===== src/rtl/ysyx_25030093_dmem_ctrl.sv =====
// Multi-cycle data-memory controller between the LSU and a fixed-latency,
// byte-strobed SRAM port; one request in flight, aligned/extended load data.
module ysyx_25030093_dmem_ctrl #(
  parameter int unsigned LATENCY = 1
) (
  input  logic        clk,
  input  logic        rst,
  input  logic        req_valid,
  output logic        req_ready,
  input  logic [31:0] req_addr,
  input  logic [3:0]  req_func,
  input  logic [31:0] req_wdata,
  output logic        resp_valid,
  input  logic        resp_ready,
  output logic [31:0] resp_rdata,
  output logic        resp_err,
  output logic        mem_en,
  output logic        mem_wen,
  output logic [31:0] mem_addr,
  output logic [3:0]  mem_wstrb,
  output logic [31:0] mem_wdata,
  input  logic [31:0] mem_rdata
);

  typedef enum logic [1:0] {IDLE, ACCESS, WAIT, RESP} state_e;

  state_e      state_q;
  logic [3:0]  func_q;
  logic [1:0]  off_q;
  logic [3:0]  cnt_q;
  logic        req_ready_q;
  logic        resp_valid_q;
  logic        resp_err_q;
  logic [31:0] resp_rdata_q;
  logic        mem_en_q;
  logic        mem_wen_q;
  logic [31:0] mem_addr_q;
  logic [3:0]  mem_wstrb_q;
  logic [31:0] mem_wdata_q;

  logic        req_err_d;
  logic        req_store_d;
  logic [3:0]  wstrb_d;
  logic [31:0] wdata_d;
  logic [31:0] rdata_d;
  logic [7:0]  byte_d;
  logic [15:0] half_d;

  always_comb begin
    req_store_d = (req_func == 4'd5) || (req_func == 4'd6) || (req_func == 4'd7);
    req_err_d   = req_func[3]
                | (((req_func == 4'd1) || (req_func == 4'd4) || (req_func == 4'd6)) && req_addr[0])
                | (((req_func == 4'd2) || (req_func == 4'd7)) && (req_addr[1:0] != 2'b00));
    wstrb_d = 4'b0000;
    wdata_d = 32'h0;
    case (req_func)
      4'd5: begin
        wstrb_d = 4'b0001 << req_addr[1:0];
        wdata_d = {4{req_wdata[7:0]}};
      end
      4'd6: begin
        wstrb_d = req_addr[1] ? 4'b1100 : 4'b0011;
        wdata_d = {2{req_wdata[15:0]}};
      end
      4'd7: begin
        wstrb_d = 4'b1111;
        wdata_d = req_wdata;
      end
      default: ;
    endcase

    // Lane select uses the latched offset; the word itself arrives late.
    byte_d = 8'(mem_rdata >> {off_q, 3'b000});
    half_d = 16'(mem_rdata >> {off_q[1], 4'b0000});
    case (func_q)
      4'd0:    rdata_d = {{24{byte_d[7]}}, byte_d};
      4'd1:    rdata_d = {{16{half_d[15]}}, half_d};
      4'd2:    rdata_d = mem_rdata;
      4'd3:    rdata_d = {24'h0, byte_d};
      4'd4:    rdata_d = {16'h0, half_d};
      default: rdata_d = 32'h0;
    endcase
  end

  always_ff @(posedge clk or posedge rst) begin
    if (rst) begin
      state_q      <= IDLE;
      func_q       <= 4'h0;
      off_q        <= 2'b00;
      cnt_q        <= 4'h0;
      req_ready_q  <= 1'b1;
      resp_valid_q <= 1'b0;
      resp_err_q   <= 1'b0;
      resp_rdata_q <= 32'h0;
      mem_en_q     <= 1'b0;
      mem_wen_q    <= 1'b0;
      mem_addr_q   <= 32'h0;
      mem_wstrb_q  <= 4'h0;
      mem_wdata_q  <= 32'h0;
    end else begin
      case (state_q)
        IDLE: begin
          if (req_valid) begin
            func_q      <= req_func;
            off_q       <= req_addr[1:0];
            req_ready_q <= 1'b0;
            if (req_err_d) begin
              state_q      <= RESP;
              resp_valid_q <= 1'b1;
              resp_err_q   <= 1'b1;
              resp_rdata_q <= 32'h0;
            end else begin
              state_q     <= ACCESS;
              mem_en_q    <= 1'b1;
              mem_wen_q   <= req_store_d;
              mem_addr_q  <= {req_addr[31:2], 2'b00};
              mem_wstrb_q <= wstrb_d;
              mem_wdata_q <= wdata_d;
            end
          end
        end
        ACCESS: begin
          state_q     <= WAIT;
          cnt_q       <= 4'(LATENCY);
          mem_en_q    <= 1'b0;
          mem_wen_q   <= 1'b0;
          mem_addr_q  <= 32'h0;
          mem_wstrb_q <= 4'h0;
          mem_wdata_q <= 32'h0;
        end
        WAIT: begin
          cnt_q <= cnt_q - 4'd1;
          if (cnt_q == 4'd1) begin
            state_q      <= RESP;
            cnt_q        <= 4'h0;
            resp_valid_q <= 1'b1;
            resp_err_q   <= 1'b0;
            resp_rdata_q <= rdata_d;
          end
        end
        RESP: begin
          if (resp_ready) begin
            state_q      <= IDLE;
            req_ready_q  <= 1'b1;
            resp_valid_q <= 1'b0;
            resp_err_q   <= 1'b0;
            resp_rdata_q <= 32'h0;
          end
        end
        default: state_q <= IDLE;
      endcase
    end
  end

  assign req_ready  = req_ready_q;
  assign resp_valid = resp_valid_q;
  assign resp_err   = resp_err_q;
  assign resp_rdata = resp_rdata_q;
  assign mem_en     = mem_en_q;
  assign mem_wen    = mem_wen_q;
  assign mem_addr   = mem_addr_q;
  assign mem_wstrb  = mem_wstrb_q;
  assign mem_wdata  = mem_wdata_q;

endmodule


===== config.mk =====
export PLATFORM = sky130hd
export DESIGN_NAME = ysyx_25030093_dmem_ctrl
export DESIGN_NICKNAME = d
export VERILOG_FILES = /design/src/rtl/ysyx_25030093_dmem_ctrl.sv
export SDC_FILE = /design/constraint.sdc
export NUM_CORES = 1
export LEC_CHECK = 0
export ABC_AREA = 1
export CAP_MARGIN = 15
export CELL_PAD_IN_SITES_DETAIL_PLACEMENT = 1
export CELL_PAD_IN_SITES_GLOBAL_PLACEMENT = 1
export CORE_MARGIN = 5
export CORE_UTILIZATION = 35
export DETAILED_ROUTE_END_ITERATION = 10
export PLACE_DENSITY = 0.86
export RECOVER_POWER = 100
export SYNTH_ARGS = -nofsm -noshare
export SYNTH_HDL_FRONTEND = slang
export SYNTH_SLANG_ARGS = --single-unit

===== constraint.sdc =====
create_clock -name clk -period 6.6 [get_ports clk]
set_input_delay 1.32 -clock clk [delete_from_list [all_inputs] [get_ports clk]]
set_output_delay 1.32 -clock clk [all_outputs]
set_load 0.03 [all_outputs]

== Word-level counts from Yosys, hierarchy flattened ==
Cells that the tools add are included.

* $add $sub $neg: 1
* Equality and inequality tests: 19
* Shifts and indexed selects: 3
* Multiplexer cells: 41
* Bitwise logic cells: 2
* Reduce and logical (&&, ||, !) cells: 19

{| class="wikitable"
|+ Operator list
! operator !! number
|-
| 32-bit two-way mux || 8
|-
| 32-bit one-hot mux with 3 select lines || 2
|-
| 32-bit one-hot mux with 5 select lines || 1
|-
| 32-bit one-hot mux with 2 select lines || 2
|-
| 32-bit by 5-bit >> shifter with 16-bit output || 1
|-
| 32-bit by 5-bit >> shifter with 8-bit output || 1
|-
| 4-bit by 3-bit equality test with 1-bit output (second input constant) || 5
|-
| 4-bit two-way mux || 4
|-
| 4-bit one-hot mux with 2 select lines || 2
|-
| 4-bit by 1-bit equality test with 1-bit output (second input constant) || 3
|-
| 4-bit by 2-bit equality test with 1-bit output (second input constant) || 3
|-
| 4-bit one-hot mux with 3 select lines || 1
|-
| 1-bit two-way mux || 11
|-
| 2-bit != test (second input constant) || 5
|-
| 3-bit AND reduction || 3
|-
| 2-bit two-way mux || 4
|-
| 2-bit one-hot mux with 4 select lines || 1
|-
| 2-bit nonzero test || 4
|-
| 1-bit one-hot mux with 2 select lines || 3
|-
| 1-bit one-hot mux with 3 select lines || 2
|-
| 1-bit logical OR || 5
|-
| 5-bit AND reduction || 1
|-
| 2-bit equality test (second input constant) || 2
|-
| 4-bit zero test || 1
|-
| other kinds (8) || 10
|}

* Register bits after elaboration: 117
* Input bits: 104
* Output and inout bits: 105
* Logic and storage cells: 98

== Depth between registers and ports, before layout ==
Gate-level depths: netlist of run 1.

* Depth after elaboration: 9
* Mapped depth: 12
* Gate-level depth less buffers: 10

== Worst setup path before layout of run 1 ==
Ideal clock, no wire load.

* Kind: input to register
* From: input req_func[2]
* To: register mem_addr_q[16] (netlist: mem_addr[16])
* Setup time: 0.126 ns
* Data arrival time: 2.296 ns
* Data required time: 6.474 ns
* Slack: 4.178 ns
* Stages: 12
* Buffers on the path: 2
* Cell sequence: inv_1 nor2_1 nand2_1 nand2_1 nand2_1 nand2_1 nand2_4 nand2_8 buf_8 buf_6 nand2_1 o21ai_0

* Longest elaborated chain between the ends: 8
* Elaborated cells on any way between the ends: 14
* Classes of those cells: 6 x eq/ne; 2 x bitwise; 6 x reduce/logical

{| class="wikitable"
|+ Ends and longest elaborated chain
! what !! line !! RTL
|-
| start, declared || 11 || <nowiki>input logic [3:0] req_func,</nowiki>
|-
| 4-bit by 1-bit equality test with 1-bit output or 4-bit by 3-bit equality test with 1-bit output (tied branches) || 52 || <nowiki>| (((req_func == 4'd1) || (req_func == 4'd4) || (req_func == 4'd6)) && req_addr[0])</nowiki>
|-
| 1-bit logical OR (2 in a row) || 52 ||
|-
| 1-bit logical AND || 52 ||
|-
| 1-bit bitwise OR || 52 ||
|-
| 1-bit bitwise OR * || 53 || <nowiki>| (((req_func == 4'd2) || (req_func == 4'd7)) && (req_addr[1:0] != 2'b00));</nowiki>
|-
| 2-bit != test (no line) * || n/a ||
|-
| 3-bit AND reduction (no line) * || n/a ||
|-
| end signal, assigned || 116 || <nowiki>mem_addr_q <= {req_addr[31:2], 2'b00};</nowiki>
|-
| end, declared || 37 || <nowiki>logic [31:0] mem_addr_q;</nowiki>
|}

Every way passes the cells marked *; elsewhere a longest branch is shown, timed or not.
A chain may end at the register's enable or synchronous reset.

== Worst setup path in the final report of run 1 ==
* From: input req_func[2]
* To: register mem_addr_q[22] (netlist: mem_addr[22])

Same word-level chain as after synthesis.

==> results of run 1 <==
## cells by family (layout without fill, tap and decap cells)
group                    after synthesis  in the layout  synth area share, %
AND/OR/NAND/NOR                      461            461                 30.4
AO/OA/AOI/OAI                        147            147                 12.8
flip-flops                           115            115                 47.2
buffers and inverters                108            305                 7.99
adder cells (fa/ha/maj)                7              7                 1.43
other                                  1              2               0.0614
XOR/XNOR                               1              1                0.144
## worst max path at each step
stage	startpoint	cells after the start	end
2_1_floorplan	rst	1	cnt_q[0]
3_3_place_gp	req_func[2]	9	resp_rdata[27]
3_5_place_dp	req_func[2]	9	resp_rdata[8]
4_1_cts	req_func[2]	9	resp_rdata[8]
5_1_grt	state_q[0]	7	resp_rdata[16]
6_report	req_func[2]	10	mem_addr[22]
## stage by stage
| step | utilization (%) | instance area (µm²) |
|---|---|---|
| 6_report | 51.3 | 8820 |
| 4_1_cts | 51.7 | 8870 |
| 3_5_place_dp | 47.9 | 8220 |
| 3_3_place_gp | 47.9 | 8220 |
| 5_1_grt | 51.3 | 8820 |
| 2_1_floorplan | - | 6110 |
## where the power goes
part | internal, W | switching, W
sequential | 0.000989 | 0.000177
clock | 0.000673 | 0.000354
combinational | 0.000691 | 0.00155
total | 0.00235 | 0.00208
## synth_stat cells (all sizes together)
library cell	n	share of area (%)
nand2	376	24
dfrtp	114	47
o21ai	103	8.8
inv	61	3.8
nand3	43	3.6
a21oi	38	3.2
buf	30	3.2
nor2	28	1.9
clkbuf	14	0.86
nand4	9	0.92
ha	7	1.4
clkinv	3	0.18
o22ai	2	0.20
or2	2	0.21
a211oi	1	0.12
a22oi	1	0.12
and2	1	0.10
conb	1	0.061
dfstp	1	0.43
nor3	1	0.082
nor3b	1	0.12
o21a	1	0.12
o31ai	1	0.12
xor2	1	0.14
## flip-flops by register name (all words and copies together) (netlist names), 2 cells and up
signal and cells:
cnt_q 4, func_q 4, mem_addr 30, mem_wdata 32
mem_wstrb 4, off_q 2, resp_rdata 32, state_q 2
## cell type report
class,instances,share of cell area [%]
sequential,115,32.6
multi-input combinational,618,30.5
timing repair buffer,209,23.5
clock buffer,17,4.82
tap,225,3.19
inverter,64,2.74
clock inverter,15,2.58
## tightest hold or removal path, delay by kind of cell, from the launching register on
kind	cells	cell delay, ns
DFF	1	0.34
and+or+nand+nor	1	0.05
AOI/OAI and AO/OA	1	0.05
## routing by layer
layer | part of all wire [%] | wire (µm)
met4 | 2.4 | 502
met3 | 7.3 | 1530
met5 | 0 | 0
met2 | 48 | 10100
met1 | 42 | 8880
==> impl_metrics.ini, run 1 <==
[outcome]
outcome = finished, violations left
violations = capacitance limit, slew limit

[critical_path]
timing.critical_path.buf_inv = 2
reg2reg_depth = 7
rr_startpoint = state_q[0]
cp_slowest_cell = nand2_2
crit_chain = dlygate4sd3_1, inv_1, nor2_1, nand2_1, nand2_1, nand2_1, nand2_1, nand2_1, nand2_2, o21ai_0
crit_required_ns = 6.80
worstReg2RegEnd = resp_rdata[8]
path_common_cell = nand2_1
critPathMaxFanout = 127
cp-start-kind = input port
worstPathArrival_ns = 4.54
slowest_delay_ns = 1.51
critPathTopFamily = simple AND/OR/NAND/NOR gates
cp-end-kind = flop
rrSetupSlack_ns = 2.38
criticalPathCategory = input port to flop

[cts]
cts_buffers = 17
cts_setup_buffers = 0
root_buffer = clkbuf_16
cts_tree = yes
cts_sinks = 115
cts_resized = 0
clock_latency_ns = 0.42
htree_levels = 4
cts.path.max_buffers = 2
cts_hold_buffers = 0
clk_pin_slew_worst_paths_ns = 0.06

[timing]
setup_viol = 0
relSlewSlack_pct = -111
hold_violations = 0
finalMaxSlewViolations = 253
fin_crit_sh_pct = 65.7
whs_ns = 0.474
setup_ws_ns = 2.26
rsz0062_at_grt = false
tightest_slew_ns = 3.15
period_minus_slack_ns = 4.34
clock_skew_ns = 0.00956
tns_ns = 0
fmax_mhz = 231

[global_routing]
met2_usage_pct = 35.1
antenna_found_initial = 0
grtUsageTotal_pct = 21.0
use_met3_pct = 6.01
grt_pass1_wl_um = 33900
gr-total-overflow = 0
grt_max_degree = 128
busiest_layer = met2
grt_pass1_vias = 6540
use_met1_pct = 26.1

[floorplan]
ios = 209
core_area_um2 = 17200
die-area_um2 = 20200
die-height_um = 142
start_util_pct = 35.5
fp.dieW_um = 142
rows = 48

[cells_and_area]
num-fill-cells = 2139
final_common_cell = nand2_1
nets = 1136
multi_input_area_um2 = 2690
regArea_um2 = 2880
most-common-layout-cells = nand2_1 (375), dfrtp_1 (114), dlygate4sd3_1 (106)
antennaDiodeCount = 0
area_growth_pct = 44.5
layout-drive-gt1-share_pct = 4.34
instances_no_fill = 1263

[route]
route.vias.total = 6278
antenna_left = 0
wirelength_um = 21000
via_per_inst = 4.97
drt_pass1_iterations = 4
drt_iter0_drc = 250
drc_errors = 0
wire_per_inst_um = 16.6

[min_path]
holdPathStages = 2
hold_start = resp_rdata[9]
min_to = resp_rdata[9]
hp-class = flop to flop

[placement]
dp_hpwl_um = 14900
gp_congestion = 0.836
port_buffers = 206
post-place-ws_ns = 2.71
placed_cells = 1230

[synthesis]
synth_seq_cells = 115
synth-seq-area-share_pct = 47.2
synthCells = 840
postSynthAreaPerCell_um2 = 7.27
netlist_area_um2 = 6100
yosys_warnings = 0
synth.distinct_cells = 37

[power_and_ir_drop]
peakVddDrop_v = 0.000318
p_leak_nw = 4.44
power_density_nw_per_um2 = 502
power_w = 0.00443

[run]
maxCapViolations = 3
No activity file was read; power rests on OpenSTA's default activity.
==> run 2: changes to the inputs <==
Settings changed: CORE_UTILIZATION 35 to 32, PLACE_DENSITY 0.86 to 0.8.
Clock period 6.6 ns to 4.4 ns, I/O delays scaled along.
==> run 2 against run 1 <==
Against the previous run: the flow still finishes with violations (capacitance limit, slew limit); clock power grew 47%; sequential cell count is the same; worst hold slack gained 0.0015 ns; setup slack lost 0.90 ns; sequential power grew 50%; die area grew 8.7%; combinational power grew 52%; count of clock-buffer cells in the layout grew 5; utilization shrank 4.1 points; sequential share of layout area shrank 0.17 points; critical endpoint is now resp_rdata[31]; largest cell class unchanged; highest routed layer unchanged.
==> impl_metrics.ini, run 2 (same netlist as run 1, synthesis figures left out) <==
[timing]
setup_ws_ns = 1.36
rsz0062_at_grt = false
fmax_mhz = 329
setup_viol = 0
tns_ns = 0
relSlewSlack_pct = -79.0
finalMaxSlewViolations = 56
hold_violations = 0
fin_crit_sh_pct = 69.0
tightest_slew_ns = 2.67
clock_skew_ns = 0.00944
period_minus_slack_ns = 3.04

[placement]
post-place-ws_ns = 0.917
port_buffers = 206
gp_congestion = 0.827
dp_hpwl_um = 15300

[global_routing]
gr-total-overflow = 0
grtUsageTotal_pct = 19.5
grt_pass1_wl_um = 34200
grt_pass1_vias = 6486
grt_max_degree = 128
antenna_found_initial = 0

[floorplan]
fp.dieW_um = 148
die-height_um = 148
start_util_pct = 32.5
ios = 209
rows = 50
core_area_um2 = 18800
die-area_um2 = 21900

[route]
wire_per_inst_um = 16.6
drt_iter0_drc = 295
via_per_inst = 4.83
wirelength_um = 21100
route.vias.total = 6149
antenna_left = 0
drt_pass1_iterations = 4
drc_errors = 0

[outcome]
outcome = finished, violations left
violations = capacitance limit, slew limit

[cts]
cts_setup_buffers = 0
cts_sinks = 115
cts_hold_buffers = 0
cts_resized = 0
root_buffer = clkbuf_16
cts_tree = yes
clock_latency_ns = 0.42
htree_levels = 4
clk_pin_slew_worst_paths_ns = 0.05
cts_buffers = 17
cts.path.max_buffers = 2

[min_path]
min_to = mem_addr[6]
hold_start = mem_addr[6]
holdPathStages = 2
hp-class = flop to flop

[power_and_ir_drop]
peakVddDrop_v = 0.000477
power_density_nw_per_um2 = 752
p_leak_nw = 4.47

[cells_and_area]
final_common_cell = nand2_1
area_growth_pct = 45.3
nets = 1136
most-common-layout-cells = nand2_1 (375), dfrtp_1 (114), dlygate4sd3_1 (105)
layout-drive-gt1-share_pct = 4.05
antennaDiodeCount = 0

[critical_path]
worstReg2RegEnd = resp_rdata[31]
crit_required_ns = 4.69
reg2reg_depth = 10
worstPathArrival_ns = 3.33
rr_startpoint = state_q[0]
critPathMaxFanout = 40
cp-start-kind = input port
rrSetupSlack_ns = 1.52
cp-end-kind = flop
criticalPathCategory = input port to flop

[run]
maxCapViolations = 1
-- run 2: cell types whose count changed in the layout (fill, tap and decap cells not counted), moves of 2 or more --
cell	before	now
inv_6	4	0
clkinvlp_4	5	2
clkbuf_1	2	4
clkinv_2	1	3
-- run 2: critical path: stages --
cell,delay [ns]
dlygate4sd3_1,0.59
inv_1,0.11
nor2_1,0.14
nand2_1,0.09
nand2_1,0.07
nand2_1,0.08
nand3_1,0.13
nand3_1,0.64
buf_16,0.44
nand2_1,0.08
o21ai_0,0.08
-- run 2: worst max-delay path by stage --
stage	end	cells after the start	from
global route	func_q[1]	2	rst
global placement	resp_rdata[23]	9	req_func[2]
floorplan	cnt_q[0]	1	rst
CTS	resp_rdata[9]	9	req_func[2]
finish	resp_rdata[31]	11	req_func[2]
detailed placement	resp_rdata[9]	9	req_func[2]
-- run 2: layout make-up --
class | count | area, µm²
Fill cell | 2299 | 9900
Sequential cell | 115 | 2880
Multi-Input combinational cell | 618 | 2700
Timing Repair Buffer | 209 | 2120
Clock buffer | 22 | 454
Tap cell | 234 | 293
Inverter | 64 | 241
Clock inverter | 10 | 180
-- run 2: routing by layer --
metal	vias to the layer above	part of all wire [%]	wire length, µm	GRT usage (%)
met5	-	0	0	0
met4	0	1.4	305	4.80
met3	24	6.0	1270	5.24
met2	156	48	10100	32.5
met1	2938	45	9440	25.4
li1	3031	-	-	-
-- run 2: where the power goes --
part	total (W)	switching [W]	internal, W
Combinational	0.00341	0.00233	0.00108
Clock	0.00151	0.000491	0.00102
Sequential	0.00175	0.000270	0.00148
-- run 2: per-stage QoR --
| step | hold WS [ns] | cell area [µm²] | std cells | total power [W] | util [%] |
|---|---|---|---|---|---|
| 2_1_floorplan | 0.475 | 6110 | 841 | 0.00411 | - |
| 3_3_place_gp | 0.463 | 8240 | 1239 | 0.00526 | 43.9 |
| 3_5_place_dp | 0.468 | 8240 | 1239 | 0.00534 | 43.9 |
| 4_1_cts | 0.482 | 8880 | 1271 | 0.00691 | 47.3 |
| 5_1_grt | 0.498 | 8870 | 1272 | 0.00719 | 47.2 |
| 6_report | 0.476 | 8870 | 1272 | 0.00667 | 47.2 |
==> run 3: changes to the inputs <==
Clock period 4.4 ns to 3.1 ns, I/O delays scaled along.
==> run 3 against run 2 <==
Against the previous run: the flow still finishes with violations (capacitance limit, slew limit); critical endpoint is now resp_rdata[10]; final cell count is 0.47% higher; critical path depth is 2 lower; routed wire length is 0.34% higher; sequential share of layout area is 0.078 points lower; sequential cell count stayed put; first-iteration DRC count is 14% lower; clock skew is 0.00068 ns lower; global-route usage is 0.11 points higher; cell area is 0.24% higher; non-clock buffer count is 7 higher; total power is 41% higher; critical path type is now flop to flop; worst hold slack worse by 0.0017 ns; largest cell class unchanged.
==> impl_metrics.ini, run 3 (same netlist as run 1, synthesis figures left out) <==
[critical_path]
rrSetupSlack_ns = 0.59
critPathMaxFanout = 60
reg2reg_depth = 9
cp-end-kind = flop
rr_startpoint = state_q[0]
cp-start-kind = flop
worstReg2RegEnd = resp_rdata[10]
criticalPathCategory = flop to flop
worstPathArrival_ns = 2.83
crit_required_ns = 3.42

[min_path]
holdPathStages = 2
hp-class = flop to flop
hold_start = resp_rdata[1]
min_to = resp_rdata[1]

[run]
maxCapViolations = 1

[route]
route.vias.total = 6231
via_per_inst = 4.88
wire_per_inst_um = 16.6
antenna_left = 0
drt_iter0_drc = 253
drc_errors = 0
drt_pass1_iterations = 4
wirelength_um = 21200

[timing]
setup_viol = 0
tightest_slew_ns = 1.65
fmax_mhz = 398
fin_crit_sh_pct = 81.0
hold_violations = 0
finalMaxSlewViolations = 116
rsz0062_at_grt = false
clock_skew_ns = 0.00876
period_minus_slack_ns = 2.51
relSlewSlack_pct = -9.83
tns_ns = 0

[global_routing]
antenna_found_initial = 2
grt_max_degree = 116
grt_pass1_wl_um = 34400
grtUsageTotal_pct = 19.6
gr-total-overflow = 0
grt_pass1_vias = 6513

[power_and_ir_drop]
peakVddDrop_v = 0.000476
p_leak_nw = 4.49
power_density_nw_per_um2 = 1060

[floorplan]
rows = 50
core_area_um2 = 18800
die-height_um = 148
fp.dieW_um = 148
ios = 209
die-area_um2 = 21900
start_util_pct = 32.5

[placement]
gp_congestion = 0.828
port_buffers = 206
dp_hpwl_um = 15300

[cts]
clock_latency_ns = 0.42
cts_hold_buffers = 0
cts.path.max_buffers = 2
cts_setup_buffers = 0
root_buffer = clkbuf_16
cts_tree = yes
cts_sinks = 115
clk_pin_slew_worst_paths_ns = 0.06
htree_levels = 4
cts_resized = 0
cts_buffers = 17

[cells_and_area]
layout-drive-gt1-share_pct = 4.89
final_common_cell = nand2_1
num-fill-cells = 2339
area_growth_pct = 45.6
fin_util_pct = 47.4
most-common-layout-cells = nand2_1 (374), dfrtp_1 (114), dlygate4sd3_1 (104)
nets = 1143

[outcome]
violations = capacitance limit, slew limit
outcome = finished, violations left
-- run 3: worst max-delay path by stage --
| stage | depth (start not counted) | start | slack, ns | to |
|---|---|---|---|---|
| floorplan | 1 | rst | 1.08 | cnt_q[0] |
| global placement | 11 | req_func[2] | 0.56 | mem_addr[5] |
| detailed placement | 11 | req_func[2] | 0.41 | mem_addr[9] |
| CTS | 8 | state_q[1] | 0.71 | mem_addr[20] |
| global route | 10 | state_q[0] | 0.39 | resp_rdata[30] |
| finish | 9 | state_q[0] | 0.59 | resp_rdata[10] |
-- run 3: where the power goes --
part           total (W)  switching, W  internal [W]
clock network    0.00206      0.000709       0.00135
logic            0.00491       0.00336       0.00155
registers        0.00244      0.000341       0.00210
-- run 3: stage by stage --
stage | total power (W) | instance area, µm² | cells | setup slack (ns) | hold WS, ns
floorplan | 0.00583 | 6110 | 841 | 1.08 | 0.475
global placement | 0.00758 | 8330 | 1247 | 0.557 | 0.464
detailed placement | 0.00772 | 8330 | 1247 | 0.410 | 0.468
CTS | 0.00985 | 8940 | 1277 | 0.706 | 0.483
global route | 0.0101 | 8890 | 1278 | 0.386 | 0.494
finish | 0.00941 | 8890 | 1278 | 0.588 | 0.474
-- run 3: per-layer routing --
layer  vias to the layer above  routed length (µm)  part of all wire [%]  track usage, %
met4                         2                 612                   2.9            7.90
met5                         -                  13                 0.061               0
li1                       3048                   -                     -               -
met2                       175               10000                    47            32.2
met3                        41                1390                   6.6            5.36
met1                      2965                9120                    43            24.7
-- run 3: area by class of cell --
| class | instances | area, µm² | share of cell area [%] |
|---|---|---|---|
| Tap cell | 234 | 293 | 3.29 |
| Timing Repair Buffer | 216 | 2150 | 24.2 |
| Clock inverter | 10 | 159 | 1.79 |
| Antenna cell | 1 | 2.50 | 0.0282 |
| Inverter | 64 | 244 | 2.75 |
| Clock buffer | 20 | 447 | 5.03 |
| Multi-Input combinational cell | 618 | 2710 | 30.5 |
| Sequential cell | 115 | 2880 | 32.4 |
-- run 3: critical path, cell delays in order (launching register included) --
cell and delay, ns:
dfrtp_1 0.37, inv_1 0.10, ha_1 0.30, inv_1 0.12, or2_0 0.15, nand2_1 0.13, a21oi_1 0.38, nand3_2 0.12
clkbuf_4 0.39, o21ai_0 0.31
